### config.mk
export PLATFORM = sky130hd
export DESIGN_NAME = thread_scheduler
export DESIGN_NICKNAME = d
export VERILOG_FILES = /design/src/rtl/thread_scheduler_pkg.sv /design/src/rtl/thread_scheduler_rr_picker.sv /design/src/rtl/thread_scheduler.sv
export SDC_FILE = /design/constraint.sdc
export NUM_CORES = 1
export LEC_CHECK = 0
export CORE_UTILIZATION = 25
export DETAILED_ROUTE_END_ITERATION = 8
export SLEW_MARGIN = 20
export SYNTH_ARGS = -nofsm -noshare
export SYNTH_HDL_FRONTEND = slang
export SYNTH_HIERARCHICAL = 1
export SYNTH_SLANG_ARGS = --single-unit
### constraint.sdc
create_clock -name clk -period 8.6 [get_ports clk]
set_clock_uncertainty 0.15 [all_clocks]
set_input_delay 1.72 -clock clk [delete_from_list [all_inputs] [get_ports clk]]
set_output_delay 1.72 -clock clk [all_outputs]
set_load 0.01 [all_outputs]
### src/rtl/thread_scheduler_pkg.sv
// Shared constants for the barrel-thread scheduler and its round-robin picker.
// Default thread count, pipeline spacing, reset PC and the sequential fetch step.
package thread_scheduler_pkg;

    localparam int          NUM_THREADS   = 4;
    localparam int          TID_WIDTH     = 2;
    localparam int          PIPE_DEPTH    = 4;
    localparam int          ADDRESS_WIDTH = 32;
    localparam int unsigned RESET_PC      = 0;
    localparam int unsigned PC_INC        = 4;

endpackage

### src/rtl/thread_scheduler_rr_picker.sv
// Combinational round-robin picker: first set bit of eligible after last_tid, wrapping.
// Zero latency; no flow control, found=0 when the mask is empty.
import thread_scheduler_pkg::*;

module rr_picker #(
    parameter int N  = NUM_THREADS,
    parameter int TW = TID_WIDTH
) (
    input  logic [N-1:0]  eligible,
    input  logic [TW-1:0] last_tid,
    output logic          found,
    output logic [TW-1:0] pick_tid
);

    logic [TW-1:0] idx;

    // k runs 1..N so last_tid itself is tried last; N must be 2**TW for the wrap.
    always_comb begin
        found    = 1'b0;
        pick_tid = last_tid;
        idx      = last_tid;
        for (int k = 1; k <= N; k++) begin
            idx = last_tid + TW'(k);
            if (!found && eligible[idx]) begin
                found    = 1'b1;
                pick_tid = idx;
            end
        end
    end

endmodule

### src/rtl/thread_scheduler.sv
// Barrel-thread fetch scheduler: round-robin issue among active, unstalled, cooled-down threads.
// One cycle from pick to issue outputs; stalled or cooling threads are simply skipped.
module thread_scheduler #(
    parameter int NUM_THREADS   = thread_scheduler_pkg::NUM_THREADS,
    parameter int ADDRESS_WIDTH = thread_scheduler_pkg::ADDRESS_WIDTH,
    parameter int TID_WIDTH     = thread_scheduler_pkg::TID_WIDTH,
    parameter int PIPE_DEPTH    = thread_scheduler_pkg::PIPE_DEPTH,
    parameter logic [ADDRESS_WIDTH-1:0] RESET_PC = ADDRESS_WIDTH'(thread_scheduler_pkg::RESET_PC)
) (
    input  logic                     clk,
    input  logic                     rst,
    input  logic                     start_valid,
    input  logic [TID_WIDTH-1:0]     start_tid,
    input  logic [ADDRESS_WIDTH-1:0] start_pc,
    input  logic                     halt_valid,
    input  logic [TID_WIDTH-1:0]     halt_tid,
    input  logic [NUM_THREADS-1:0]   thread_stall,
    input  logic                     redirect_valid,
    input  logic [TID_WIDTH-1:0]     redirect_tid,
    input  logic [ADDRESS_WIDTH-1:0] redirect_pc,
    output logic                     issue_valid,
    output logic [TID_WIDTH-1:0]     issue_tid,
    output logic [ADDRESS_WIDTH-1:0] issue_pc,
    output logic [NUM_THREADS-1:0]   active_mask
);

    import thread_scheduler_pkg::*;

    localparam int               CD_W   = (PIPE_DEPTH > 1) ? $clog2(PIPE_DEPTH) : 1;
    localparam logic [CD_W-1:0]  CD_MAX = CD_W'(PIPE_DEPTH - 1);

    logic [NUM_THREADS-1:0]   active;
    logic [ADDRESS_WIDTH-1:0] pc       [NUM_THREADS];
    logic [CD_W-1:0]          cooldown [NUM_THREADS];
    logic [TID_WIDTH-1:0]     last_tid;

    logic [NUM_THREADS-1:0]   eligible;
    logic [NUM_THREADS-1:0]   pick_hit;
    logic [NUM_THREADS-1:0]   redir_hit;
    logic [NUM_THREADS-1:0]   start_hit;
    logic [NUM_THREADS-1:0]   halt_hit;
    logic                     found;
    logic [TID_WIDTH-1:0]     pick_tid;

    rr_picker #(
        .N  (NUM_THREADS),
        .TW (TID_WIDTH)
    ) u_picker (
        .eligible (eligible),
        .last_tid (last_tid),
        .found    (found),
        .pick_tid (pick_tid)
    );

    // Halt beats a same-tid start; a redirect only lands on a thread already active.
    always_comb begin
        eligible  = '0;
        pick_hit  = '0;
        redir_hit = '0;
        start_hit = '0;
        halt_hit  = '0;
        for (int i = 0; i < NUM_THREADS; i++) begin
            eligible[i]  = active[i] && !thread_stall[i] && (cooldown[i] == '0);
            pick_hit[i]  = found && (pick_tid == TID_WIDTH'(i));
            halt_hit[i]  = halt_valid && (halt_tid == TID_WIDTH'(i));
            redir_hit[i] = redirect_valid && (redirect_tid == TID_WIDTH'(i)) && active[i];
            start_hit[i] = start_valid && (start_tid == TID_WIDTH'(i)) && !active[i]
                           && !halt_hit[i];
        end
    end

    always_ff @(posedge clk) begin
        if (rst) begin
            active      <= NUM_THREADS'(1);
            last_tid    <= TID_WIDTH'(NUM_THREADS - 1);
            issue_valid <= 1'b0;
            issue_tid   <= '0;
            issue_pc    <= '0;
            for (int i = 0; i < NUM_THREADS; i++) begin
                pc[i]       <= (i == 0) ? RESET_PC : '0;
                cooldown[i] <= '0;
            end
        end else begin
            issue_valid <= found;
            if (found) begin
                issue_tid <= pick_tid;
                issue_pc  <= pc[pick_tid];
                last_tid  <= pick_tid;
            end
            // Later assignments take priority: pick < redirect < start < halt.
            for (int i = 0; i < NUM_THREADS; i++) begin
                if (cooldown[i] != '0) begin
                    cooldown[i] <= cooldown[i] - CD_W'(1);
                end
                if (pick_hit[i]) begin
                    pc[i]       <= pc[i] + ADDRESS_WIDTH'(PC_INC);
                    cooldown[i] <= CD_MAX;
                end
                if (redir_hit[i]) begin
                    pc[i] <= redirect_pc;
                end
                if (start_hit[i]) begin
                    active[i]   <= 1'b1;
                    pc[i]       <= start_pc;
                    cooldown[i] <= '0;
                end
                if (halt_hit[i]) begin
                    active[i] <= 1'b0;
                end
            end
        end
    end

    assign active_mask = active;

endmodule
Word-level counts from Yosys, hierarchy flattened
Memories as Yosys holds them, arrays and structs flattened. A register that Yosys moved wholly into a read port is not among the register bits.
Index checks and enable logic that the tools add are counted.
{"block": "word_totals", "reg_bits": 9, "ram_bits": 136, "input_bits": 79, "output_inout_bits": 39, "elab_cells": 222, "memories": 2}
{"memory": "pc", "words": 4, "word_bits": 32, "read_ports": 5, "rd_ports_with_merged_regs": 1, "write_ports": 4, "line": "thread_scheduler.sv:33", "source": "logic [ADDRESS_WIDTH-1:0] pc [NUM_THREADS];"}
{"memory": "cooldown", "words": 4, "word_bits": 2, "read_ports": 4, "rd_ports_with_merged_regs": 0, "write_ports": 4, "line": "thread_scheduler.sv:34", "source": "logic [CD_W-1:0] cooldown [NUM_THREADS];"}
{"block": "classes", "n_addsub": 11, "magnitude_cmp": 4, "n_eq_ne": 12, "n_mux": 92, "bitwise_logic": 24, "n_reduce_logical": 70}
{"cell": "32-bit two-way mux", "n": 12}
{"cell": "32-bit by 3-bit adder with 32-bit output, second input constant", "n": 4}
{"cell": "1-bit two-way mux", "n": 60}
{"cell": "1-bit logical AND", "n": 39}
{"cell": "2-bit two-way mux", "n": 16}
{"cell": "1-bit OR", "n": 24}
{"cell": "2-bit == test, second input constant", "n": 8}
{"cell": "2-bit logical NOT", "n": 8}
{"cell": "1-bit logical NOT", "n": 15}
{"cell": "2-bit by 3-bit less-than comparator with 1-bit output, second input constant", "n": 4}
{"cell": "2-bit nonzero test", "n": 5}
{"cell": "1-bit binary-select mux with 2-bit select", "n": 4}
{"cell": "2-bit by 1-bit == test with 1-bit output, second input constant", "n": 4}
{"cell": "2-bit by 1-bit subtractor with 2-bit output, second input constant", "n": 4}
{"cell": "2-bit OR reduction", "n": 3}
{"cell": "2-bit adder, second input constant", "n": 2}
{"cell": "2-bit by 1-bit adder with 2-bit output, second input constant", "n": 1}

Logic depth before layout (Yosys ltp)
{"block": "depth", "ltp_word": 23, "depth_mapped": 14, "ltp_nobuf": 12}

By module
The synthesis kept the hierarchy.
{"module": "thread_scheduler", "instances": 1, "cells_per_inst": 1236, "area_each_um2": 11634.9, "seq_area_each_um2": 4904.7}
{"module": "rr_picker", "instances": 1, "cells_per_inst": 14, "area_each_um2": 82.6, "seq_area_each_um2": 0.0}

Worst setup path before layout
No wires, ideal clock.
{"block": "synth_path", "kind": "input to register", "startpoint": "in rst", "endpoint": "mem pc[2][10] (enable)", "setup_ns": 0.459, "arrival_ns": 4.541, "required_ns": 7.991, "slack_ns": 3.450, "path_stages": 3, "n_path_buf": 1, "path_cell_list": "clkbuf_1 > or3b_1 > o21ai_0"}
{"item": "start: declaration", "line": "thread_scheduler.sv:11", "source": "input logic rst,"}
{"item": "end: declaration", "line": "thread_scheduler.sv:33"}

==> out/results.txt <==
Status = finished, final reports clean
All-layer global routing usage = 18.8%
Footprint of the multi-input gates = 6400 um^2
Io pins = 118
Least-Margin Pin Slew = 795 ps
Critical Path Source Type = input pin
Clock transition at the registers of the reported paths = 70 ps
Period minus WS final = 5120 ps
Worst endpoint required time = 8580 ps
Clock sink count = 177
Antenna-violating nets left = 0
Synth Area in Adders = 0.854%
Cell taking the most area after synthesis = edfxtp_1
Final Wtd Congestion = 0.918
Max Cap Violations = 0
Fill cells = 4683
Post-CTS sizing = 0
WL/cell = 23.1 um
Die width = 218 um
Clock root buffer master = clkbuf_16
Iteration-0 DRC count of the detailed router = 1177
Final nets = 1410
Sequential fraction of the synthesis area = 41.9%
Compound-Gate Fraction of Synth Area = 16.9%
Max Fclk = 0.195 GHz
Deepest clock path buffer count = 2
RSZ-0062 raised after global routing = false
Hold_buf cts = 0
Switching pwr = 0.00106 W
Gate power share = 30.6%
PwrDens = 214 nW/um^2
CP arrival = 5100 ps
Initial core utilization = 25.6%
Seq cells post-synth = 177
Post-Syn Instances = 1250
DRC Markers = 0
Htree depth = 4
Gr busiest metal = met2
Clock Power Share = 27.6%
GR Util met3 = 3.02%
Via count = 10900
Async set-reset flop share out of synthesis = 0%
Synth Area in XOR/XNOR = 5.76%
Layout cell share with drive strength beyond 1 = 8.61%
Vias per Instance = 5.61
Initial antenna violation count = 0
Storage cell area = 4900 um^2
Largest net degree at the start of global routing = 56
Die Footprint = 47700 um^2
Top-count cell post-synth = nor2_1
Non-filler cells, final = 1936
Number of flops mapped to enable cells by yosys = 136
WS Path Type = input pin to flip-flop
CTS tree = yes
Post-CTS setup buffers = 0
Crit-path max FO = 43
Diode count = 0
Post-synth top area share = 34.9%
WL final = 44700 um
Skew-Pair Late Insertion Delay = 460 ps
Post-place instance area = 13500 um^2
Mean Syn Cell Area = 9.37 um^2
Post-synth top cells = nor2_1 (151), edfxtp_1 (136), a21oi_1 (82)
First-pass GRT wire length = 66500 um
GR Util met2 = 29.2%
CP max stage cell = or3b_1
Setup TNS after final layout = 0 ps
Total nets after synthesis = 1337
Post-synth cell types = 67
Synthesized area = 11700 um^2
Placed cells = 1903
Warnings, synthesis = 6
Setup-failing EPs final = 0
Crit-path most repeated cell = buf_4
Area Growth Syn to Fin = 20.7%
Slew Viols, Final = 0
Core Area = 45800 um^2
Post-synthesis mux area share = 8.51%
Largest family of logic cells by synthesized area = simple AND/OR/NAND/NOR gates
Vias in the first global route = 10400
Met1 usage = 25.2%
Tcrit/Tclk final = 59.5%
Rel. slew slack = 46.5%
Pint = 0.00197 W
Pleak = 4.69 nW
Worst VDD drop = 0.128 mV
Worst Setup End Kind = flip-flop
Drt pass-1 iters = 5
Post-DP HPWL = 31800 um
Top FF cell, synth = edfxtp_1
Port Buffers = 117
Site Rows = 78
Switching Share = 34.9%
Number of CTS-inserted buffers = 17
Top cells by area, synth = edfxtp_1 (35%), dfxtp_1 (7.0%), nor2_1 (4.8%)
CP max stage delay = 560 ps
Post-Synth Simple-Gate Area = 21.8%
Crit-path cells = clkdlybuf4s50_1 -> nor2_1 -> or4_2 -> buf_4 -> nor2b_1 -> or3b_1 -> and3_1 -> nand2_1 -> buf_4
Util after Layout = 30.9%
Grt ovf = 0
Final Hold Fails = 0
Sequential Power Share = 41.9%
Hold Path Class = flip-flop to flip-flop
Die H = 218 um
Final instance area = 14100 um^2
area by class of cell:
cell class,instances,area share (%)
sequential,177,34.7
timing repair buffer,138,9.52
tap,600,5.31
clock inverter,10,0.788
multi-input combinational,955,45.3
clock buffer,22,3.51
inverter,34,0.903
flip-flops by register name, indices dropped and copies added, names as in the netlist:
signal       flops
issue_tid        2
pc             128
issue_pc        32
issue_valid      1
last_tid         2
cooldown         8
active_mask      4
critical path: cells and delay by family:
kind	cells	cell delay (ps)
AND/OR/NAND/NOR	6	2030
buffers and inverters	3	1320
cell usage in the layout, fill, tap and decap left out, types with 7 or more instances in the layout:
cell             netlist  routed
a21oi_1               82      81
a221oi_1              41      41
a22o_1                 8       8
a22oi_1               35      35
and2_1                10      10
and3_1                18      18
and4_1                13      13
buf_4                  2      21
clkbuf_16              0      19
clkdlybuf4s50_1        0     116
dfxtp_1               41      41
edfxtp_1             136     136
ha_1                   8       8
inv_1                 33      33
mux2_2                14      14
mux2i_1               43      43
mux4_2                17      17
nand2_1               80      80
nand2b_1               8       8
nand3_1               44      44
nand3b_1               8       8
nand4_1               27      27
nor2_1               151     148
nor2b_1               18      17
nor3_1                43      42
nor4_1                26      26
o21a_1                13      13
o21ai_0               44      42
o21ai_1               25      25
o22ai_1               16      16
o31a_1                10      10
or3_1                 10      10
or4_1                  8       7
xnor2_1               59      59
xor2_1                18      18
kinds of logic (layout without fill, tap and decap cells):
| logic type | Yosys count | count (layout) |
|---|---|---|
| multiplexers | 75 | 75 |
| flip-flops | 177 | 177 |
| adder cells (fa/ha/maj) | 8 | 8 |
| AND/OR/NAND/NOR | 491 | 491 |
| AO/OA/AOI/OAI | 304 | 304 |
| buffers and inverters | 118 | 204 |
| XOR/XNOR | 77 | 77 |
power by group through the flow:
| stage | Sequential (W) | Combinational, W | Clock (W) |
|---|---|---|---|
| floorplan | 0.00123 | 0.000560 | 0 |
| global placement | 0.00127 | 0.000898 | 0 |
| detailed placement | 0.00128 | 0.000905 | 0 |
| CTS | 0.00126 | 0.000914 | 0.000838 |
| global route | 0.00128 | 0.000994 | 0.000864 |
| finish | 0.00126 | 0.000923 | 0.000834 |
worst paths after layout:
path	from	to	slack, ps	depth (start not counted)
setup / recovery	thread_stall[1]	pc[0][6]	3480	9
hold / removal	issue_pc[2]	issue_pc[2]	360	2
setup reg to reg	cooldown[1][0]	pc[0][6]	4370	11
hold reg to reg	issue_pc[2]	issue_pc[2]	360	2
stage by stage:
| stage | hold WS (ps) | power (W) | setup WS, ps |
|---|---|---|---|
| 4_1_cts | 364 | 0.00301 | 3480 |
| 5_1_grt | 378 | 0.00314 | 3270 |
| 3_3_place_gp | 336 | 0.00217 | 3110 |
| 6_report | 359 | 0.00302 | 3480 |
| 3_5_place_dp | 338 | 0.00218 | 3030 |
| 2_1_floorplan | 338 | 0.00179 | 3450 |
metal layers:
layer | up-vias | wire length (um) | share of wire, %
li1 | 4894 | - | -
met1 | 5319 | 19400 | 43
met2 | 550 | 20200 | 45
met3 | 98 | 3070 | 6.9
met4 | 0 | 2020 | 4.5
met5 | - | 0 | 0
(Power assumes the default switching activity.)
